`config.mk`:
```
export PLATFORM = sky130hd
export DESIGN_NAME = updown_counter_n
export DESIGN_NICKNAME = d
export VERILOG_FILES = /design/src/rtl/udcnt_pkg.sv /design/src/rtl/updown_counter_n_incdec.sv /design/src/rtl/updown_counter_n.sv
export SDC_FILE = /design/constraint.sdc
export NUM_CORES = 1
export LEC_CHECK = 0
export CORE_ASPECT_RATIO = 0.9
export CORE_UTILIZATION = 51
export DETAILED_ROUTE_END_ITERATION = 16
export PLACE_DENSITY = 0.83
export RECOVER_POWER = 25
export SYNTH_ARGS = -nofsm -noshare
export SYNTH_HDL_FRONTEND = slang
export SYNTH_SLANG_ARGS = --single-unit
```
`constraint.sdc`:
```
create_clock -name clk -period 23 [get_ports clk]
set_input_delay 4.6 -clock clk [delete_from_list [all_inputs] [get_ports clk]]
set_output_delay 4.6 -clock clk [all_outputs]
set_load 0.03 [all_outputs]
```
`src/rtl/udcnt_pkg.sv`:
```
// Shared constants and next-count selection for the up/down counter.
// Keeps the end-of-range decision in one place so the top only has to mux.
package udcnt_pkg;

    localparam logic UDCNT_UP   = 1'b1;
    localparam logic UDCNT_DOWN = 1'b0;
    localparam logic UDCNT_WRAP = 1'b0;
    localparam logic UDCNT_SAT  = 1'b1;

    typedef enum logic [1:0] {
        UDCNT_SEL_HOLD = 2'd0,
        UDCNT_SEL_STEP = 2'd1,
        UDCNT_SEL_LOW  = 2'd2,
        UDCNT_SEL_HIGH = 2'd3
    } udcnt_sel_e;

    // Width-independent: picks which value the count register takes on a step.
    function automatic udcnt_sel_e udcnt_next_sel(
        input logic step,
        input logic up,
        input logic sat_mode,
        input logic at_end
    );
        udcnt_sel_e sel;
        if (!step) begin
            sel = UDCNT_SEL_HOLD;
        end else if (!at_end) begin
            sel = UDCNT_SEL_STEP;
        end else if (sat_mode == UDCNT_SAT) begin
            sel = UDCNT_SEL_HOLD;
        end else if (up == UDCNT_UP) begin
            sel = UDCNT_SEL_LOW;
        end else begin
            sel = UDCNT_SEL_HIGH;
        end
        return sel;
    endfunction

endpackage

```
`src/rtl/updown_counter_n_incdec.sv`:
```
// Full-adder cell and the +/-1 ripple chain built from it.
// Decrement adds all-ones with carry-in 0; increment adds zero with carry-in 1.
module fulladder (
    input  logic a,
    input  logic b,
    input  logic ci,
    output logic s,
    output logic co
);
    assign s  = a ^ b ^ ci;
    assign co = (a & b) | (ci & (a ^ b));
endmodule

module incdec_ripple #(
    parameter int WIDTH = 16
) (
    input  logic [WIDTH-1:0] a,
    input  logic             dec,
    output logic [WIDTH-1:0] sum,
    output logic             cout
);
    logic [WIDTH:0] carry;

    assign carry[0] = ~dec;
    assign cout     = carry[WIDTH];

    for (genvar i = 0; i < WIDTH; i++) begin : g_bit
        fulladder u_fa (
            .a  (a[i]),
            .b  (dec),
            .ci (carry[i]),
            .s  (sum[i]),
            .co (carry[i+1])
        );
    end
endmodule

```
`src/rtl/updown_counter_n.sv`:
```
// Parametrised up/down counter with load, wrap/saturate at MAX_VAL and status flags.
// Define UDCNT_PRESCALE_EN to add a prescaler that takes one step every PRESCALE enabled cycles.
module updown_counter_n
    import udcnt_pkg::*;
#(
    parameter int               WIDTH     = 16,
    parameter logic [WIDTH-1:0] MAX_VAL   = {WIDTH{1'b1}},
    parameter logic [WIDTH-1:0] RESET_VAL = '0,
    parameter int               PRESCALE  = 4
) (
    input  logic             clk,
    input  logic             rst,
    input  logic             en,
    input  logic             up,
    input  logic             sat_mode,
    input  logic             load,
    input  logic [WIDTH-1:0] load_val,
    output logic [WIDTH-1:0] count,
    output logic             wrap,
    output logic             at_end,
    output logic             zero
);

    localparam logic FULL_RANGE = (MAX_VAL == {WIDTH{1'b1}});

    logic [WIDTH-1:0] count_q, count_d;
    logic             wrap_q, wrap_d;
    logic [WIDTH-1:0] step_val;
    logic             step_cout;
    logic             step;
    logic [WIDTH-1:0] load_clamped;
    udcnt_sel_e       sel;

    incdec_ripple #(.WIDTH(WIDTH)) u_incdec (
        .a    (count_q),
        .dec  (up == UDCNT_DOWN),
        .sum  (step_val),
        .cout (step_cout)
    );

    // Full range: the ripple carry already says whether the step would overflow.
    always_comb begin
        at_end = 1'b0;
        if (FULL_RANGE) begin
            at_end = (up == UDCNT_UP) ? step_cout : ~step_cout;
        end else begin
            at_end = (up == UDCNT_UP) ? (count_q == MAX_VAL) : (count_q == '0);
        end
    end

`ifdef UDCNT_PRESCALE_EN
    localparam int PS_W = (PRESCALE > 1) ? $clog2(PRESCALE) : 1;
    localparam logic [PS_W-1:0] PS_LAST = PS_W'(PRESCALE - 1);

    logic [PS_W-1:0] ps_q, ps_d;

    assign step = en && (ps_q == PS_LAST);

    always_comb begin
        ps_d = ps_q;
        if (load) begin
            ps_d = '0;
        end else if (en) begin
            ps_d = (ps_q == PS_LAST) ? '0 : ps_q + 1'b1;
        end
    end

    always_ff @(posedge clk or posedge rst) begin
        if (rst) begin
            ps_q <= '0;
        end else begin
            ps_q <= ps_d;
        end
    end
`else
    assign step = en;
`endif

    assign load_clamped = (load_val > MAX_VAL) ? MAX_VAL : load_val;
    assign sel          = udcnt_next_sel(step, up, sat_mode, at_end);

    always_comb begin
        count_d = count_q;
        wrap_d  = 1'b0;
        if (load) begin
            count_d = load_clamped;
        end else begin
            case (sel)
                UDCNT_SEL_STEP: count_d = step_val;
                UDCNT_SEL_LOW: begin
                    count_d = '0;
                    wrap_d  = 1'b1;
                end
                UDCNT_SEL_HIGH: begin
                    count_d = MAX_VAL;
                    wrap_d  = 1'b1;
                end
                default: count_d = count_q;
            endcase
        end
    end

    always_ff @(posedge clk or posedge rst) begin
        if (rst) begin
            count_q <= RESET_VAL;
            wrap_q  <= 1'b0;
        end else begin
            count_q <= count_d;
            wrap_q  <= wrap_d;
        end
    end

    assign count = count_q;
    assign wrap  = wrap_q;
    assign zero  = (count_q == '0);

endmodule
```
# ---- Word-level counts from Yosys, hierarchy flattened
# Index checks and enable logic that the tools add are counted.
dict set report totals {
  input_bits 22
  wordCells 101
  reg_bits 17
}
dict set report classes {
  bitwise 82
  n_mux 10
  eq_ne 3
  magnitude_cmp 1
  reduce_logical 3
}
# op n
set op_table {}
lappend op_table {{$pmux 16 s3} 1}
lappend op_table {{$and 1x1->1} 32}
lappend op_table {{$mux 16} 2}
lappend op_table {{$xor 1x1->1} 32}
lappend op_table {{$gt 16x16->1 const B} 1}
lappend op_table {{$logic_not 16->1} 1}
lappend op_table {{$or 1x1->1} 16}
lappend op_table {{$mux 2} 3}
lappend op_table {{$eq 2x2->1 const B} 2}
lappend op_table {{$mux 1} 4}
lappend op_table {{$reduce_bool 4->1} 1}
lappend op_table {{$eq 2x1->1 const B} 1}
lappend op_table {{$not 1->1} 2}
lappend op_table {{$reduce_or 2->1} 1}

# ---- Longest topological paths before layout
dict set report depth {
  ltp_word 42
  depth_mapped 26
}

# ---- Cells and area by module
# Synthesis repeated with hierarchy kept, for this count alone.
dict set report hier_totals {
  hier_cells 120
  area_unflattened_um2 1227.4
}
# module area_per_inst_um2 cells_per_inst instances seq_area_each_um2
set by_module_without_submodules {}
lappend by_module_without_submodules {updown_counter_n 903.4 103 1 425.4}
lappend by_module_without_submodules {fulladder 20.0 1 16 0.0}
lappend by_module_without_submodules {incdec_ripple 3.8 1 1 0.0}

# ---- Least setup slack after synthesis
# No wires, ideal clock.
dict set report synth_timing {
  path_kind {input -> output}
  start {in up}
  end {out at_end}
  t_arrival_ns 10.493
  stages 22
  path_buffers 0
  slack_ns 7.907
  required_time_ns 18.400
  path_cell_list {inv_1 -> ha_1 -> nor2_1 -> fa_1 -> fa_1 -> fa_1 -> fa_1 -> fa_1 -> fa_1 -> fa_1 -> fa_1 -> fa_1 -> fa_1 -> inv_1 -> fa_1 -> fa_1 -> inv_1 -> fa_1 -> fa_1 -> inv_1 -> fa_1 -> xnor2_2}
}
dict set report synth_between {
  elab_chain_cells 36
  elab_cells_between_ends 67
  cone_classes {mux (1); bitwise (66)}
}
# element line
set synth_rtl {}
lappend synth_rtl {{start, declared} updown_counter_n.sv:14} ;# input logic up,
lappend synth_rtl {{$not 1->1} updown_counter_n.sv:36} ;# .dec (up == UDCNT_DOWN),
lappend synth_rtl {{$xor 1x1->1} updown_counter_n_incdec.sv:11} ;# assign co = (a & b) | (ci & (a ^ b));
lappend synth_rtl {{$and 1x1->1} updown_counter_n_incdec.sv:11}
lappend synth_rtl {{$or 1x1->1} updown_counter_n_incdec.sv:11}
lappend synth_rtl {{$and 1x1->1} updown_counter_n_incdec.sv:11}
lappend synth_rtl {{$or 1x1->1} updown_counter_n_incdec.sv:11}
lappend synth_rtl {{$and 1x1->1} updown_counter_n_incdec.sv:11}
lappend synth_rtl {{$or 1x1->1} updown_counter_n_incdec.sv:11}
lappend synth_rtl {{(+20 left out)} n/a}
lappend synth_rtl {{$and 1x1->1} updown_counter_n_incdec.sv:11}
lappend synth_rtl {{$or 1x1->1} updown_counter_n_incdec.sv:11}
lappend synth_rtl {{$and 1x1->1} updown_counter_n_incdec.sv:11}
lappend synth_rtl {{$or 1x1->1} updown_counter_n_incdec.sv:11}
lappend synth_rtl {{$and 1x1->1} updown_counter_n_incdec.sv:11}
lappend synth_rtl {{$or 1x1->1} updown_counter_n_incdec.sv:11}
lappend synth_rtl {{$not 1->1} updown_counter_n.sv:45} ;# at_end = (up == UDCNT_UP) ? step_cout : ~step_cout;
lappend synth_rtl {{$mux 1 (*)} updown_counter_n.sv:45}
lappend synth_rtl {{end, declared} updown_counter_n.sv:20} ;# output logic at_end,
# Every way passes the cells marked *; elsewhere a longest branch is shown, timed or not.

# ---- Final worst setup path
# Ends and elaborated chain as after synthesis.

==> results.json <==
{
  "drtAntennaViolNets": 0,
  "combPwrFrac": 0.635,
  "io_buffers": 40,
  "rr_startpoint": "count[0]",
  "routed_wl_um": 2830,
  "n_antenna_cell": 0,
  "maxCapViolations": 0,
  "placed_area_um2": 1740,
  "drive_gt1_frac": 0.0391,
  "critPathMaxStageDelay_ns": 0.73,
  "finalPower_w": 0.000197,
  "detail_route.first_pass.iterations": 4,
  "max_freq_ghz": 0.0594,
  "clk_pin_slew_ns": 0.09,
  "relSlewSlack": 0.488,
  "grt_util_all_layers": 0.224,
  "p_leak_nw": 0.795,
  "r2r_setup_slack_ns": 15.51,
  "drc_errors": 0,
  "drtIter0Drc": 33,
  "grt_max_degree": 33,
  "crit_top_cell": "fa_1",
  "synth_warnings": 0,
  "grt_pass1_vias": 1139,
  "hp-class": "reg2reg",
  "finalHoldViolations": 0,
  "cp.depth": 25,
  "cp_slowest_cell": "clkdlybuf4s50_1",
  "finalCritPeriodShare": 0.732,
  "cts_hold_repair.buffers": 0,
  "outcome": "complete, no violations",
  "timing.critical_path.buf_inv": 7,
  "synth-seq-cells": 17,
  "wl_per_cell_um": 13.1,
  "yosysSeqAreaShare": 0.293,
  "clk_latency_ns": 0.29,
  "cts.sinks": 17,
  "drv_slew": 0,
  "synthesis.nets": 196,
  "critPathMaxFanout": 18,
  "p_per_area_nw_per_um2": 112,
  "worstMarginPinSlew_ns": 0.768,
  "fin_hold_ws_ns": 0.573,
  "place.gp.congestion": 0.865,
  "fin_skew_ns": 0.0108,
  "final.setup.tns_ns": 0,
  "cts_tree": "done",
  "cts_buffers": 3,
  "rows": 17,
  "required_ns": 18.40,
  "mostFrequentLayoutCells": "clkdlybuf4s50_1, nand2_1, inv_1",
  "synth_area_leader_cell": "dfrtp_1",
  "synth_area_leaders": "dfrtp_1, fa_1, buf_4, nand2_1, o22a_1",
  "chipHeight_um": 52.6,
  "post-route-min-period_ns": 16.83,
  "reg2regPathDepth": 24,
  "antenna_found_initial": 0,
  "start_util": 0.563,
  "holdCritStartpoint": "count[7]",
  "ir_drop_mv": 0.0599,
  "cp-endpoint": "at_end",
  "worst_r2r_endpoint": "count[4]",
  "mostFrequentLayoutCell": "clkdlybuf4s50_1",
  "grt_overflow": 0,
  "final_cell_area_um2": 1760,
  "netlist_area_um2": 1450,
  "cp_top_family": "adder cells",
  "ios": 41,
  "die-width_um": 58.2,
  "viasPerCell": 5.23,
  "avgSynthCellArea_um2": 9.24,
  "h-tree-depth": 1,
  "clock_path_buffers": 2,
  "setup_viol": 0,
  "synth_top_area_share": 0.293,
  "vias": 1135,
  "critPathLaunchType": "input pin",
  "crit_type": "in2out",
  "cts_root_buf": "clkbuf_4",
  "coreArea_um2": 2570,
  "startpoint": "up",
  "p_switching_w": 0.0000927,
  "grt_pass1_wl_um": 5150,
  "post-cts-setup-buffer-count": 0,
  "ctsResizeCount": 0,
  "crit_path_end_kind": "primary output",
  "dp_hpwl_um": 2220,
  "dieArea_um2": 3060,
  "grt_setup_unrepaired": "false",
  "power.internal_w": 0.000104,
  "worstPathArrival_ns": 12.23,
  "clock_power_share": 0.081,
  "syn_inst": 157,
  "p_seq_frac": 0.285,
  "p_sw_frac": 0.470,
  "synthToLayoutAreaGrowth_pct": 21.7,
  "fin_util": 0.685,
  "synth.distinct_cells": 23,
  "nets": 219
}
==> through the flow <==
step | setup slack (ns) | std cells
floorplan | 7.91 | 157
global placement | 6.42 | 213
detailed placement | 6.21 | 213
CTS | 6.18 | 217
global route | 5.88 | 217
finish | 6.17 | 217
==> power groups by stage <==
stage                     Combinational (W)  Sequential, W  Clock [W]
after floorplan                    0.000100      0.0000527          0
after global placement             0.000120      0.0000565          0
after detailed placement           0.000126      0.0000566          0
after CTS                          0.000126      0.0000562  0.0000167
after global routing               0.000138      0.0000585  0.0000183
final                              0.000125      0.0000561  0.0000159
==> flip-flops by register name (all words and copies together), names as in the netlist <==
signal and count:
count 16, wrap 1
==> how the worst min path moves through the flow <==
stage / end / cells after the start / slack (ns)
CTS: count[7] / 1 / 0.58
global placement: count[9] / 1 / 0.55
finish: count[7] / 1 / 0.57
floorplan: count[2] / 1 / 0.53
detailed placement: count[7] / 1 / 0.56
global route: count[2] / 1 / 0.59
==> cell families after synthesis <==
| logic type | Yosys count | synth area share |
|---|---|---|
| AO/OA/AOI/OAI | 37 | 0.181 |
| AND/OR/NAND/NOR | 43 | 0.125 |
| flip-flops | 17 | 0.293 |
| XOR/XNOR | 1 | 0.0112 |
| buffers and inverters | 42 | 0.165 |
| adder cells (fa/ha/maj) | 17 | 0.224 |
==> Yosys cell counts, drive strengths merged <==
master and instances:
a211o 1, a21oi 13, a31o 1, a31oi 6, and2 1, and4 1
buf 21, clkbuf 2, dfrtp 17, fa 15, ha 2, inv 19
nand2 29, nor2 7, nor2b 1, nor4 4, o211ai 1, o21ai 3
o22a 12, xnor2 1
==> cell type report <==
cell class	instances	area, µm²
repair buffers	41	408
fillers	212	810
well taps	38	47.5
multi-input cells	98	786
clock buffers	4	26.3
flip-flops and latches	17	425
inverters	19	71.3
==> routing by layer <==
metal	part of all wire	up-vias	global-route usage	wire [µm]
li1	-	549	-	-
met1	0.46	546	0.297	1290
met2	0.48	36	0.374	1360
met3	0.049	4	0.0370	140
met4	0.012	0	0.0754	35
met5	0	-	0	0
(Power assumes the default switching activity.)
